**config.mk**
```make
export PLATFORM = sky130hd
export DESIGN_NAME = fetch_sw_wr
export DESIGN_NICKNAME = d
export VERILOG_FILES = /design/src/rtl/fetch_sw_wr.sv
export SDC_FILE = /design/constraint.sdc
export NUM_CORES = 1
export LEC_CHECK = 0
export ABC_AREA = 0
export BUFFER_PORTS_ARGS = -buffer_cell sky130_fd_sc_hd__buf_4
export CORE_AREA = 2 2 130 132
export DETAILED_ROUTE_END_ITERATION = 16
export DIE_AREA = 0 0 132 134
export PLACE_DENSITY_LB_ADDON = 0.1
export SKIP_LAST_GASP = 1
export SYNTH_ARGS = -nofsm -noshare
export SYNTH_HDL_FRONTEND = slang
export SYNTH_SLANG_ARGS = --single-unit
```
**constraint.sdc**
```tcl
create_clock -name clk -period 2.26 [get_ports clk]
set_input_delay 0.226 -clock clk [delete_from_list [all_inputs] [get_ports clk]]
set_output_delay 0.226 -clock clk [all_outputs]
set_load 0.02 [all_outputs]
```
**src/rtl/fetch_sw_wr.sv**
```systemverilog
// fetch_sw_wr: search-window cache writer. Per MB it fetches one (or, at the
// start of an MB row, three) 16-pixel luma column strips from the external
// loader and writes them row by row into the free cache bank. After each
// column it rotates the one-hot bank pointer.
// Optional: FETCH_SW_WR_OUTREG_EN registers the cache write port (+1 cycle).

package fetch_sw_wr_pkg;
    // Values mirrored from enc_defines.v
    localparam int PIC_W_MB_LEN = 8;
    localparam int PIC_H_MB_LEN = 8;
    localparam int SW_H_LEN     = 6;
    localparam int MB_WIDTH     = 16;
    localparam int BIT_DEPTH    = 8;
endpackage

module fetch_sw_wr
    import fetch_sw_wr_pkg::*;
(
    input  logic                          clk,
    input  logic                          rst,
    input  logic [PIC_W_MB_LEN-1:0]       sys_total_x,
    input  logic [PIC_H_MB_LEN-1:0]       sys_total_y,
    input  logic                          wr_start_i,
    input  logic [7:0]                    wr_mb_x_i,
    input  logic [7:0]                    wr_mb_y_i,
    output logic                          wr_done_o,
    output logic                          ext_req_o,
    output logic [7:0]                    ext_col_o,
    output logic [11:0]                   ext_row_o,
    output logic [5:0]                    ext_nrow_o,
    input  logic                          ext_ack_i,
    input  logic                          ext_valid_i,
    input  logic [MB_WIDTH*BIT_DEPTH-1:0] ext_data_i,
    output logic [5:0]                    cache_wren_o,
    output logic [SW_H_LEN-1:0]           cache_waddr_o,
    output logic [MB_WIDTH*BIT_DEPTH-1:0] cache_wdata_o,
    output logic [5:0]                    cache_bsel_o
);

    // DRAIN is only entered when the write port is registered
    typedef enum logic [2:0] {IDLE, REQ, DATA, DRAIN, ADV, DONE} state_t;

    state_t              state, state_nxt;
    logic [7:0]          mb_x_r;
    logic [1:0]          col_idx, last_idx;
    logic                skip;
    logic [7:0]          col_r;
    logic [11:0]         row_r;
    logic [5:0]          nrow_r;
    logic [5:0]          row_cnt;
    logic [SW_H_LEN-1:0] addr_r, addr_base;
    logic [5:0]          bsel_r;
    logic                wr;
    logic                top, bot;
    logic [8:0]          col_first, col_next;

    // Column idx of the strip list: 0,1,2 at row start, else mb_x+2 (9 bits so
    // the skip compare cannot wrap)
    function automatic logic [8:0] col_of(input logic [7:0] mbx, input logic [1:0] idx);
        return (mbx == 8'd0) ? {7'd0, idx} : {1'b0, mbx} + 9'd2;
    endfunction

    assign top       = (wr_mb_y_i == 8'd0);
    assign bot       = (wr_mb_y_i == sys_total_y);
    assign col_first = col_of(wr_mb_x_i, 2'd0);
    assign col_next  = col_of(mb_x_r, col_idx + 2'd1);
    assign wr        = (state == DATA) && ext_valid_i;

    // State register
    always_ff @(posedge clk) begin
        if (rst) state <= IDLE;
        else     state <= state_nxt;
    end

    // Next-state logic
    always_comb begin
        state_nxt = state;
        case (state)
            IDLE:  if (wr_start_i) state_nxt = REQ;
            REQ:   if (skip) state_nxt = ADV;
                   else if (ext_ack_i) state_nxt = DATA;
`ifdef FETCH_SW_WR_OUTREG_EN
            DATA:  if (wr && row_cnt == nrow_r - 6'd1) state_nxt = DRAIN;
`else
            DATA:  if (wr && row_cnt == nrow_r - 6'd1) state_nxt = ADV;
`endif
            DRAIN: state_nxt = ADV;
            ADV:   state_nxt = (col_idx == last_idx) ? DONE : REQ;
            DONE:  state_nxt = IDLE;
            default: state_nxt = IDLE;
        endcase
    end

    // Strip capture at REQ entry, row/address counters, bank pointer rotation
    always_ff @(posedge clk) begin
        if (rst) begin
            mb_x_r    <= '0;
            col_idx   <= '0;
            last_idx  <= '0;
            skip      <= 1'b0;
            col_r     <= '0;
            row_r     <= '0;
            nrow_r    <= '0;
            addr_base <= '0;
            row_cnt   <= '0;
            addr_r    <= '0;
            bsel_r    <= 6'b000001;
        end else begin
            case (state)
                IDLE: if (wr_start_i) begin
                    mb_x_r    <= wr_mb_x_i;
                    col_idx   <= 2'd0;
                    last_idx  <= (wr_mb_x_i == 8'd0) ? 2'd2 : 2'd0;
                    col_r     <= col_first[7:0];
                    skip      <= col_first > {1'b0, sys_total_x};
                    row_r     <= {wr_mb_y_i, 4'd0} - (top ? 12'd0 : 12'd16);
                    nrow_r    <= 6'd48 - (top ? 6'd16 : 6'd0) - (bot ? 6'd16 : 6'd0);
                    addr_base <= top ? 6'd16 : 6'd0;
                end
                REQ: begin
                    row_cnt <= '0;
                    addr_r  <= addr_base;
                end
                DATA: if (wr) begin
                    row_cnt <= row_cnt + 6'd1;
                    addr_r  <= addr_r + 6'd1;
                end
                ADV: begin
                    bsel_r <= {bsel_r[4:0], bsel_r[5]};
                    if (col_idx != last_idx) begin
                        col_idx <= col_idx + 2'd1;
                        col_r   <= col_next[7:0];
                        skip    <= col_next > {1'b0, sys_total_x};
                    end
                end
                default: ;
            endcase
        end
    end

    assign ext_req_o    = (state == REQ) && !skip;
    assign wr_done_o    = (state == DONE);
    assign ext_col_o    = col_r;
    assign ext_row_o    = row_r;
    assign ext_nrow_o   = nrow_r;
    assign cache_bsel_o = bsel_r;

`ifdef FETCH_SW_WR_OUTREG_EN
    // Registered cache write port
    always_ff @(posedge clk) begin
        if (rst) begin
            cache_wren_o  <= '0;
            cache_waddr_o <= '0;
            cache_wdata_o <= '0;
        end else begin
            cache_wren_o  <= wr ? bsel_r : 6'd0;
            cache_waddr_o <= wr ? addr_r : '0;
            cache_wdata_o <= wr ? ext_data_i : '0;
        end
    end
`else
    // Combinational cache write port, zero when idle
    always_comb begin
        cache_wren_o  = wr ? bsel_r : 6'd0;
        cache_waddr_o = wr ? addr_r : '0;
        cache_wdata_o = wr ? ext_data_i : '0;
    end
`endif

endmodule
```
==> reports/metrics.cfg, run 1 <==
[sta]
finalSetupViolations = 0
max_freq_ghz = 0.467
finClkSkew_ns = 0.00983
hold_viol = 0
rsz0062_at_grt = yes
drv_slew = 0
max-slew-margin-rel_pct = 60.8
tightestPinTransition_ns = 0.587
timing.setup.tns_ns = 0
fin_crit_sh_pct = 94.8
fin_crit_ns = 2.14

[critical_path]
slowest_stage = dfxtp_2
worstSetupStartpointType = flip-flop
crit_required_ns = 2.03
critPathCaptureType = output pin
path_max_fanout = 68
worstReg2RegStart = mb_x_r[6]
rr_endpoint = skip
worst-path-stages = 5
cp_slowest_stage_delay_ns = 0.45
path_buf_inv = 2
cp_top_family = simple AND/OR/NAND/NOR gates
arrival_ns = 1.92
crit_chain = nand2_1, nor3_4, bufbuf_16, and2_1, buf_4
rrSetupSlack_ns = 0.16
ff2ff_path_depth = 9
setup.worst_path.class = reg -> out

[finish]
nNetsFinal = 1059
multi_input_area_um2 = 2810
area_growth_pct = 72.7
final_cells = 1092
drive_above_1_share_pct = 42.2
layout_commonest_cell = buf_4
layout_common_cells = buf_4 (348), and2_1 (142), nand2_1 (55)
n_fill_cell = 1660
num_antenna_cells = 0
register_area_um2 = 1040

[synth]
synth_area_per_cell_um2 = 7.40
yosys_warnings = 0
synthArstFlopShare_pct = 0
seq_area_frac_synth_pct = 25.7
synth_edf_count = 0
synthFlopType = dfxtp_1
postSynthCellCount = 547
synth-seq-cells = 52
ys_types = 51
netlist_area_um2 = 4050

[routing]
routed_wl_mm = 16.8
route.detailed.drc = 0
drt_iter0_markers = 190
dr.pass1.iters = 4
drtAntennaViolNets = 0
wl_per_cell_um = 15.4
viasPerCell = 4.43
num_vias = 4843

[power_and_ir_drop]
p_per_area_nw_per_um2 = 436
irDropWorstVdd_mv = 0.294
p_leak_uw = 0.00349

[cts]
cts_buffers = 5
htreeDepth = 2
clk_latency_ns = 0.29
cts_tree = yes
path_clk_slew_ns = 0.07
ctsLongestPathBuffers = 2
clock_sinks = 52
hold_buffers = 0
cts-root-buf = clkbuf_16

[placement]
place.port_buffers = 330
dpl.hpwl_mm = 14.0
place_congestion = 0.899
place_inst = 1083

[grt]
antenna_found_initial = 0
grtUsageTotal_pct = 17.9
grt_pass1_wl_mm = 25.6
grt_max_degree = 69
busiest_layer = met2
gr-total-overflow = 0
met1_usage_pct = 19.0
grt_pass1_vias = 4799
grtUsageMet2_pct = 34.5
grt_use_met3_pct = 4.38

[hold_path]
min_path_cells = 3
worst_hold_path.endpoint = ext_row_o[6]
holdCritStartpoint = wr_mb_y_i[2]
hp-class = in -> reg

[floorplan]
fp.dieH_um = 134
start_util_pct = 24.8
die_w_um = 132
num_io_pins = 339
rows = 47
die_area_um2 = 17700
coreArea_um2 = 16300

[flow_run]
cap_violations = 0

[outcome]
outcome = completed

## metal layers
metal	up-vias	part of all wire, %
met5	-	0
met4	0	2.7
met3	18	7.4
met2	203	53
met1	2178	37
li1	2444	-
## Yosys cell counts, types with 2 or more instances
cell type	instances	area (µm²)
xnor2_1	21	184
a22oi_1	2	15.0
or4_1	2	15.0
clkbuf_1	26	97.6
nand2b_1	7	43.8
buf_2	2	10.0
xor2_1	12	105
nand2_1	55	206
buf_6	3	33.8
nor3_1	4	20.0
dfxtp_1	52	1040
nand3b_1	4	30.0
o21ai_0	7	35.0
nor2_1	53	199
ha_1	23	288
nor4_1	5	31.3
and3_1	3	18.8
nand4_1	4	25.0
a31oi_1	5	31.3
or3_1	5	31.3
nor2b_1	2	12.5
nor3b_1	2	15.0
a311oi_1	5	43.8
inv_1	12	45.0
a41oi_1	2	17.5
and2_1	142	888
a21oi_1	30	150
buf_4	8	60.1
nand3_1	16	80.1
mux2i_1	3	30.0
a211oi_1	10	75.1
## through the flow
step | hold slack (ns) | power [µW] | worst slack [ns] | cell area (µm²) | util (%)
6_report | 0.253 | 3050 | 0.118 | 6990 | 42.9
4_1_cts | 0.249 | 3080 | 0.0899 | 6970 | 42.8
5_1_grt | 0.252 | 3230 | -0.0170 | 6990 | 42.9
2_1_floorplan | 0.362 | 1710 | 0.167 | 4070 | -
3_3_place_gp | 0.441 | 2270 | -0.0758 | 6790 | 41.7
3_5_place_dp | 0.445 | 2290 | -0.150 | 6790 | 41.7
## report_power, final
part / leakage (µW) / internal, µW / switching [µW] / total [µW]
logic: 0.00299 / 586 / 606 / 1190
clock network: 0.0000708 / 419 / 357 / 776
registers: 0.000426 / 994 / 87.4 / 1080
## final cells by class
| cell class | instances | area share [%] |
|---|---|---|
| Inverter | 12 | 0.645 |
| Tap cell | 220 | 3.94 |
| Clock buffer | 5 | 1.79 |
| Clock inverter | 3 | 0.358 |
| Multi-Input combinational cell | 450 | 40.2 |
| Timing Repair Buffer | 350 | 38.1 |
| Sequential cell | 52 | 14.9 |
## registers in the layout, summed over array words and instances, names as in the netlist
signal / flops
addr_base: 1
addr_r: 6
cache_bsel_o: 6
col_idx: 2
ext_col_o: 8
ext_nrow_o: 2
ext_row_o: 8
last_idx: 1
mb_x_r: 8
row_cnt: 6
skip: 1
state: 3
## worst max path at each step
stage                       startpoint            endpoint
after floorplan           wr_mb_x_i[6]                skip
after global placement    wr_mb_x_i[6]                skip
after detailed placement  wr_mb_x_i[6]                skip
after CTS                     state[1]  cache_wdata_o[109]
after global routing          state[1]   cache_wdata_o[74]
final                         state[1]   cache_wdata_o[11]
## worst reg2reg max path, stage by stage, from the launching register on
cell      delay [ns]
dfxtp_1         0.37
nor4_2          0.29
buf_4           0.16
a21boi_0        0.16
ha_1            0.33
nand3_1         0.08
o21bai_1        0.16
a31oi_1         0.12
o21ai_0         0.10
a311oi_1        0.22
## cells by family (layout without fill, tap and decap cells)
kind of cell | after synthesis | in the layout | synth area share, %
AOI/OAI and AO/OA | 73 | 73 | 11.5
DFF | 52 | 52 | 25.7
adders and majority gates | 23 | 23 | 7.11
xor gates and xnor gates | 33 | 33 | 7.14
muxes | 3 | 3 | 0.742
other | 1 | 8 | 0.0927
buffers and inverters | 52 | 370 | 6.18
and+or+nand+nor | 310 | 310 | 41.5
## what timing repair did
action	4_1_cts	5_1_grt
gates resized for setup	1	4
buffers inserted	0	0
cloned	1	0
setup endpoints to repair	17	27
(Power assumes the default switching activity.)
==> run 2, diff against run 1 <==
- CELL_PAD_IN_SITES_DETAIL_PLACEMENT: default -> 1
- CELL_PAD_IN_SITES_GLOBAL_PLACEMENT: default -> 1
- CORE_AREA: 2 2 130 132 -> 2 2 131 133
- DIE_AREA: 0 0 132 134 -> 0 0 133 135
==> run 2 against run 1 <==
Net effect: clock skew is 0.0039 ns lower; final cell count hardly changed; combinational power hardly changed; routed wire length is 13% higher; critical endpoint is now skip; highest routed layer unchanged.
==> reports/metrics.cfg, run 2 (same netlist as run 1, synthesis figures left out) <==
[outcome]
outcome = completed

[critical_path]
arrival_ns = 2.31
rrSetupSlack_ns = 0.14
worstSetupStartpointType = flip-flop
crit_required_ns = 2.45
path_max_fanout = 5
critPathCaptureType = flip-flop
setup.worst_path.class = reg -> reg

[routing]
wl_per_cell_um = 17.4
viasPerCell = 4.54
drtAntennaViolNets = 0
drt_iter0_markers = 113
routed_wl_mm = 19.0
num_vias = 4962
route.detailed.drc = 0
dr.pass1.iters = 4

[power_and_ir_drop]
switching_share_pct = 35.0
irDropWorstVdd_mv = 0.307
p_switching_uw = 1080
clkPwrFrac_pct = 25.2
p_per_area_nw_per_um2 = 439
intPower_uw = 2000
total_power_uw = 3080
p_leak_uw = 0.00350
pwr-share-seq_pct = 35.2
power_frac_comb_pct = 39.6

[placement]
dpl.hpwl_mm = 15.8
pre_cts_slack_ns = -0.177
place_congestion = 0.877
place.port_buffers = 330
place_area_um2 = 6800

[cts]
ctsLongestPathBuffers = 2
cts-root-buf = clkbuf_16
cts_tree = yes
post_cts_buffers = 0
htreeDepth = 2
cts_buffers = 5
clk_latency_ns = 0.29
path_clk_slew_ns = 0.07
clock_sinks = 52
hold_buffers = 0

[sta]
fin_crit_ns = 2.12
max_freq_ghz = 0.472
fin_crit_sh_pct = 93.7
holdWs_ns = 0.250
tightestPinTransition_ns = 0.624
drv_slew = 0
timing.setup.tns_ns = 0
hold_viol = 0
finClkSkew_ns = 0.00597
layout_setup_ws_ns = 0.142
finalSetupViolations = 0
max-slew-margin-rel_pct = 57.4
rsz0062_at_grt = no

[floorplan]
start_util_pct = 24.7
die_w_um = 133
num_io_pins = 339
fp.dieH_um = 135
rows = 47
coreArea_um2 = 16400
die_area_um2 = 18000

[hold_path]
hp-class = in -> reg

[flow_run]
cap_violations = 0

[grt]
gr-total-overflow = 0
grt_pass1_vias = 5260
grt_max_degree = 72
grt_pass1_wl_mm = 28.5
grtUsageTotal_pct = 20.0
antenna_found_initial = 0

[finish]
n_fill_cell = 2042
nNetsFinal = 1060
area_growth_pct = 73.2
final_area_um2 = 7010
drive_above_1_share_pct = 43.3
layout_common_cells = buf_4 (349), and2_1 (142), nand2_1 (55)
layout_commonest_cell = buf_4
num_antenna_cells = 0

[run 2: timing repair]
item	4_1_cts	5_1_grt
resized for setup	0	15
endpoints found under the setup margin	5	116
endpoints found under the hold margin	0	0
gates cloned	1	0
pin swaps	0	6
[run 2: per-layer routing]
metal	track usage, %	up-vias	wire [µm]
met5	0	-	0
met3	5.33	20	1340
li1	-	2449	-
met1	21.7	2309	7250
met4	3.41	0	240
met2	39.1	184	10100
[run 2: through the flow]
stage,instances,utilization (%)
2_1_floorplan,554,-
3_3_place_gp,1084,41.4
3_5_place_dp,1084,41.4
4_1_cts,1093,42.5
5_1_grt,1093,42.7
6_report,1093,42.7
[run 2: final cells by class]
type | instances | area [µm²] | share of cell area, %
inverters | 12 | 45.0 | 0.643
well taps | 220 | 275 | 3.93
clock inverters | 3 | 22.5 | 0.321
multi-input cells | 450 | 2820 | 40.2
repair buffers | 351 | 2670 | 38.1
clock buffers | 5 | 125 | 1.79
flip-flops and latches | 52 | 1050 | 15.0
[run 2: power groups by stage]
stage                     clock network, µW  registers, µW  logic (µW)
after CTS                               806           1080        1220
after global placement                    0           1090        1180
after detailed placement                  0           1100        1210
after global routing                    844           1100        1330
after floorplan                           0           1120         590
final                                   775           1080        1220
[run 2: path summary, 6_finish.rpt]
kind                                    from  cells past startpoint            end
worst min register to register  ext_col_o[5]                      2   ext_col_o[5]
worst max register to register     mb_x_r[2]                      9           skip
worst min-delay path            wr_mb_y_i[6]                      3  ext_row_o[10]
worst max-delay path               mb_x_r[2]                      9           skip
[run 2: critical path, stage by stage (launching register included)]
cell and delay, ns:
dfxtp_2 0.35, nor4_2 0.28, buf_4 0.18, a31oi_1 0.13
ha_1 0.32, nor2b_1 0.13, o21bai_1 0.07, a31oi_1 0.19
o21ai_1 0.09, a311oi_1 0.28
